`src/rtl/debouncer.sv`:
```
// Push-button / switch debouncer: multi-flop synchronizer followed by a
// four-state qualification FSM that only accepts levels held for STABLE_CYCLES.
module debouncer #(
  parameter int unsigned SYNC_STAGES   = 2,
  parameter int unsigned STABLE_CYCLES = 500000
) (
  input  logic clock,
  input  logic reset,
  input  logic raw_sig,
  output logic deb_sig,
  output logic settling
);

  localparam int unsigned CW = $clog2(STABLE_CYCLES);
  localparam logic [CW-1:0] LAST_COUNT = CW'(STABLE_CYCLES - 1);

  typedef enum logic [1:0] {
    STABLE_LOW,
    WAIT_HIGH,
    STABLE_HIGH,
    WAIT_LOW
  } state_t;

  logic [SYNC_STAGES-1:0] sync_q;
  logic                   sync_sig;
  state_t                 state_q, state_n;
  logic [CW-1:0]          count_q, count_n;
  logic                   deb_n, settling_n;

  always_ff @(posedge clock) begin
    if (reset) begin
      sync_q <= '0;
    end else begin
      sync_q <= {sync_q[SYNC_STAGES-2:0], raw_sig};
    end
  end

  assign sync_sig = sync_q[SYNC_STAGES-1];

  always_ff @(posedge clock) begin
    if (reset) begin
      state_q  <= STABLE_LOW;
      count_q  <= '0;
      deb_sig  <= 1'b0;
      settling <= 1'b0;
    end else begin
      state_q  <= state_n;
      count_q  <= count_n;
      deb_sig  <= deb_n;
      settling <= settling_n;
    end
  end

  always_comb begin
    state_n = state_q;
    count_n = '0;
    unique case (state_q)
      STABLE_LOW: begin
        if (sync_sig) begin
          state_n = WAIT_HIGH;
          count_n = CW'(1);
        end
      end
      WAIT_HIGH: begin
        if (!sync_sig) begin
          state_n = STABLE_LOW;
        end else if (count_q == LAST_COUNT) begin
          state_n = STABLE_HIGH;
        end else begin
          count_n = count_q + CW'(1);
        end
      end
      STABLE_HIGH: begin
        if (!sync_sig) begin
          state_n = WAIT_LOW;
          count_n = CW'(1);
        end
      end
      WAIT_LOW: begin
        if (sync_sig) begin
          state_n = STABLE_HIGH;
        end else if (count_q == LAST_COUNT) begin
          state_n = STABLE_LOW;
        end else begin
          count_n = count_q + CW'(1);
        end
      end
      default: begin
        state_n = STABLE_LOW;
      end
    endcase
  end

  // Outputs are decoded from the next state and registered, so each is a
  // plain flop output that matches the state register cycle for cycle.
  always_comb begin
    deb_n      = (state_n == STABLE_HIGH) || (state_n == WAIT_LOW);
    settling_n = (state_n == WAIT_HIGH)   || (state_n == WAIT_LOW);
  end

endmodule
```
`config.mk`:
```
export PLATFORM = sky130hd
export DESIGN_NAME = debouncer
export DESIGN_NICKNAME = d
export VERILOG_FILES = /design/src/rtl/debouncer.sv
export SDC_FILE = /design/constraint.sdc
export NUM_CORES = 1
export LEC_CHECK = 0
export CAP_MARGIN = 20
export CORE_UTILIZATION = 61
export CTS_CLUSTER_SIZE = 8
export DETAILED_ROUTE_END_ITERATION = 7
export PLACE_DENSITY = 0.81
export SETUP_SLACK_MARGIN = 0.5
export SLEW_MARGIN = 20
export SYNTH_ARGS = -nofsm -noshare
export SYNTH_HDL_FRONTEND = slang
export SYNTH_SLANG_ARGS = --single-unit
export TNS_END_PERCENT = 30
```
`constraint.sdc`:
```
create_clock -name clock -period 3.98 [get_ports clock]
set_input_delay 0.796 -clock clock [delete_from_list [all_inputs] [get_ports clock]]
set_output_delay 0.796 -clock clock [all_outputs]
set_load 0.02 [all_outputs]
```
## Word level (Yosys, flattened, before mapping)

Cells that the tools add are included.

- Output and inout bits: 2
- Bits in writable memories: 0
- Latch bits: 0
- Memory bits (read-only): 0
- Register bits after elaboration: 25
- Word-level logic and storage cells: 29
- Memories: 0
- Input port bits: 3

- $mul: 0
- Div/mod/pow operators: 0
- Reduce and logical (&&, ||, !) cells: 3
- Magnitude comparators: 0
- Mux-type cells: 13
- Bitwise logic cells: 0
- $add $sub $neg: 1
- Shift-type cells: 0
- Equal/unequal tests: 7

Operators by type and width:

| operator | count |
|---|---|
| 19-bit case mux with 4 select lines | 1 |
| 19-bit two-way mux | 3 |
| 19-bit by 1-bit adder with 19-bit output, second input constant | 1 |
| 19-bit == test, second input constant | 1 |
| 2-bit two-way mux | 6 |
| 2-bit == test, second input constant | 4 |
| 2-bit case mux with 4 select lines | 1 |
| 2-bit by 1-bit == test with 1-bit output, second input constant | 2 |
| 2-bit logical NOT | 1 |
| 1-bit logical OR | 2 |
| 1-bit two-way mux | 2 |

## Longest topological paths before layout

- Word-level depth: 6
- Mapped depth: 6
- Depth with buffers taken out: 5

## Worst setup path after synthesis

Ideal clock, no wire load.

- Kind: register to register
- Start: register count_q[0]
- End: register count_q[10]
- Period minus slack after synthesis: 1834 ps
- Cell stages (with the launch flop): 7
- Slack: 2146 ps
- Data arrival time: 1706 ps
- Path through: dfxtp_1 -> ha_1 -> and4_1 -> nand4_1 -> o21ai_1 -> clkbuf_1 -> nor2_1

- Longest elaborated chain between the ends: 4

RTL lines:

| element | line | source |
|---|---|---|
| from (decl) | 27 | `logic [CW-1:0] count_q, count_n;` |
| from (signal assigned) | 48 | `count_q <= count_n;` |
| 19-bit by 1-bit adder with 19-bit output / 19-bit == test (equally long branches) | n/a |  |
| 19-bit two-way mux (*) | 67, 82 |  |
| 19-bit two-way mux (on tied branches) | 80, 65 |  |
| 19-bit case mux with 4 select lines (*) | 57 | `unique case (state_q)` |

Mark *: on every way between the ends. The rest lies on a longest branch, timed or not.
A chain may end at the register's enable or synchronous reset.

## Worst setup path in the final report

- Start: register settling
- End: output port settling

RTL lines:

| element | line | source |
|---|---|---|
| from (decl) | 11 | `output logic settling` |
| from (signal assigned) | 50 | `settling <= settling_n;` |

No word-level cell between the ends.

==> results <==
- Setup slack on the worst reg-to-reg path comes out at 1.94 ns.
- The CTS tree is yes.
- Across the routed clock network, the largest skew measured is 0.001536 ns.
- The floorplan row count is 14.
- The worst hold path belongs to the class flip-flop to flip-flop.
- The max-slew violation total from the final report is 0.
- The delay of the slowest critical-path stage is 0.62 ns.
- The worst path needs 2.113 ns of the cycle, external delays included.
- The final layout contains 126 nets.
- The cell family contributing the most delay on the critical path is buffers and inverters.
- During synthesis, Yosys emitted a total of 0 warnings.
- Leaving out fill and tap cells, the most frequent cells in the layout are sky130_fd_sc_hd__dfxtp_1 (24), sky130_fd_sc_hd__nor2_1 (17), sky130_fd_sc_hd__xnor2_1 (9).
- Across every metal layer, demand over resource in global routing totals 24.30%.
- Leaving out fill and tap cells, the most frequent cell in the layout is sky130_fd_sc_hd__dfxtp_1.
- The residual DRC count is 0.
- The first detailed-routing pass took 4 iterations.
- After floorplanning, the core was sized to cover 1541 µm².
- Among all stages on the critical path, the largest delay is contributed by sky130_fd_sc_hd__clkdlybuf4s50_1.
- The via count of the first global-routing pass came to 837.
- The final core utilization is 73.30%.
- Entering global routing, the biggest net connects 19 pins.
- The worst slew margin relative to its limit is 52.20%.
- The number of synthesized register bits is 24.
- From bottom edge to top edge, the die measures 43.26 µm.
- The cell depth of the worst setup path is 1.
- The buffer and inverter count on the worst path is 1.
- The detail route stage leaves a number of antenna-violating nets equal to 0.
- The area taken by flip-flops and latches is 480.5 µm².
- Of all nets on the critical path, the largest fanout is 4.
- The die covers 1871 µm².
- The total routed wirelength is 1880 µm.
- The number of buffers inserted for hold repair after clock tree synthesis is 0.
- The total via count in the routed design is 828.
- The buffer depth of the longest clock path is 2.
- In the final routed layout, each cell accounts on average for 13.72 µm.
- The termination of the worst setup path is settling.
- The root buffer cell is sky130_fd_sc_hd__clkbuf_4.
- IR analysis of the VDD net gives a maximum drop of 0.2363 mV.
- The signal on the critical path passes through clkdlybuf4s50_1.
- The clock edge transition at the registers on the reported setup and hold paths is 0.12 ns.
- The static leakage power is 0.0003552 µW.
- The horizontal extent of the die is 43.26 µm.
- The detailed placement HPWL is 1382 µm.
- The endpoint identified for the worst register-to-register timing path is count_q[17].
- The synthesized area divided by synthesized cell count is 9.030 µm².
- Setup violations remaining at the end of the flow were counted as 0.
- The filler-free cell count of the finished design is 137.
- The worst-case reg-to-reg path depth is 4.
- The timing startpoint of the critical path is settling.
- The flow ran to the end, and the final reports show no timing, DRC or antenna violations.
- For this run, the register share of the synthesized area comes to 46.27%.
- The worst endpoint required time is 3.18 ns.
- The number of antenna diodes in the final layout is 0.
- The top achievable clock speed is 473.3 MHz.
- The number of maximum-capacitance violations is 0.
- The initial core utilization is 67.37%.
- Fill cells in the final layout number 123.
- Setup repair after global routing left no endpoint under its margin.
- The count of instances resized after the clock tree is built is 0.
- The final-report hold violation count is 0.
- The post-synthesis instance total is 115.
- The sum of internal, switching and leakage power is 375.2 µW.
- Counting tap cells, the placed design contains a total of 133 instances.
- Dividing the detail-routed via count by the number of cells gives 6.044.
- The H-tree level count is 1.
- The violation count after the first detailed-routing iteration is 17.
- In the finished design, the share of the clock period the worst path needs comes to 53.08%.
- The sort of element at the end of the critical path is a primary output.
- The sum of overflow across all layers after global routing is 0.
- Data on the critical path arrives at its endpoint at 1.32 ns.
- The startpoint identified for the worst register-to-register timing path is count_q[5].
- The I/O pin count is 5.
- From synthesis to final layout, the design area changed by 8.795%.
- The kind of launch point of the worst setup path is a flip-flop.
- The number of distinct library cell variants in the gate-level netlist after synthesis is 28.
- Synthesis produced a netlist with a net count of 119.
- The transition time of the tightest slew-check pin is 0.7169 ns.
- The worst setup path is of the flip-flop to primary output kind.
- The combined area of all synthesized cells is 1038 µm².
- In the final layout, the multi-input gates occupy 534.3 µm².
- Clock tree synthesis inserted a total of 3 buffers.
- The setup TNS is 0 ns.
- Dividing total power by cell area gives a power density of 332.1 nW/µm².
- The wire length of the first global-routing pass is 3387 µm.
- At the end of routability-driven placement, the weighted congestion stood at 0.7864.
- Buffers added to address setup during post-CTS repair amount to 0.
- The initial antenna violation count was 0.
- The later pin in the worst-skew pair is clocked with a latency of 0.31 ns.
- The number of buffer cells added on primary ports is 4.
- Cells with a size suffix above 1 make up 7.438% of the layout.
- The tree built by TritonCTS fans out to 24 sinks.
[registers in the layout (all words and copies together) (netlist names)]
register  flops
count_q      19
sync_q        2
deb_sig       1
settling      1
state_q       1
[where the power goes]
part           switching, µW  leakage, µW  total [µW]  internal (µW)
combinational           2.64     0.000140        5.90           3.26
clock                   70.7    0.0000210         127           55.9
sequential             0.997     0.000194         243            242
[metal layers]
metal / wire length [µm] / vias up / part of all wire, % / global-route usage (%)
li1: - / 421 / - / -
met1: 832 / 390 / 44 / 27.47
met2: 961 / 10 / 51 / 41.49
met3: 36 / 7 / 1.9 / 5.106
met4: 50 / 0 / 2.7 / 13.94
met5: 0 / - / 0 / 0
[Yosys cell counts]
cell type | n | area, µm²
sky130_fd_sc_hd__xnor2_1 | 9 | 78.83
sky130_fd_sc_hd__nand2_1 | 6 | 22.52
sky130_fd_sc_hd__o21ai_0 | 2 | 10.01
sky130_fd_sc_hd__nor2_1 | 17 | 63.81
sky130_fd_sc_hd__o311a_1 | 1 | 10.01
sky130_fd_sc_hd__clkbuf_1 | 1 | 3.750
sky130_fd_sc_hd__nand4_1 | 4 | 25.02
sky130_fd_sc_hd__and3_1 | 1 | 6.260
sky130_fd_sc_hd__nand2_4 | 1 | 11.26
sky130_fd_sc_hd__nand4b_1 | 1 | 8.760
sky130_fd_sc_hd__nand3_1 | 6 | 30.03
sky130_fd_sc_hd__buf_2 | 1 | 5.000
sky130_fd_sc_hd__or4_1 | 3 | 22.52
sky130_fd_sc_hd__nor3_1 | 5 | 25.02
sky130_fd_sc_hd__nor4_1 | 4 | 25.02
sky130_fd_sc_hd__nor2b_1 | 2 | 12.51
sky130_fd_sc_hd__o21ai_1 | 1 | 5.000
sky130_fd_sc_hd__and4_1 | 2 | 17.52
sky130_fd_sc_hd__a21oi_1 | 4 | 20.02
sky130_fd_sc_hd__a31o_2 | 2 | 17.52
sky130_fd_sc_hd__o31ai_1 | 2 | 15.01
sky130_fd_sc_hd__or3_1 | 3 | 18.77
sky130_fd_sc_hd__a211oi_1 | 1 | 7.510
sky130_fd_sc_hd__dfxtp_1 | 24 | 480.5
sky130_fd_sc_hd__nand4_4 | 1 | 21.27
sky130_fd_sc_hd__xor2_1 | 5 | 43.79
sky130_fd_sc_hd__ha_1 | 1 | 12.51
sky130_fd_sc_hd__inv_1 | 5 | 18.77
[final cells by class]
cell class | instances | share of cell area, %
clock buffer | 4 | 3.212
tap | 16 | 1.772
sequential | 24 | 42.53
inverter | 5 | 1.661
multi-input combinational | 84 | 47.29
timing repair buffer | 4 | 3.544
[stage by stage]
step                      worst slack, ns  cell area (µm²)  hold WS [ns]
after floorplan                     2.146             1039        0.4138
after global placement              1.573             1090        0.4251
after detailed placement            1.447             1090        0.4513
after CTS                           1.597             1126        0.4645
after global routing                1.732             1130        0.4809
final                               1.867             1130        0.4633
[kinds of logic (layout without fill, tap and decap cells)]
kind of cell	count (synthesis)	after routing	share of synthesized area [%]
buffers and inverters	7	13	2.650
AND/OR/NAND/NOR	56	56	29.88
flip-flops	24	24	46.26
XOR/XNOR	14	14	11.81
AO/OA/AOI/OAI	13	13	8.193
adder cells (fa/ha/maj)	1	1	1.205
[worst min path at each step]
stage | startpoint | endpoint | slack [ns] | cells past startpoint
6_report | sync_q[0] | sync_q[1] | 0.46 | 1
4_1_cts | sync_q[0] | sync_q[1] | 0.46 | 1
2_1_floorplan | sync_q[0] | sync_q[1] | 0.41 | 1
3_5_place_dp | sync_q[0] | sync_q[1] | 0.45 | 1
5_1_grt | sync_q[0] | sync_q[1] | 0.48 | 1
3_3_place_gp | sync_q[0] | sync_q[1] | 0.43 | 1
Power figures use the tool's default switching activity.
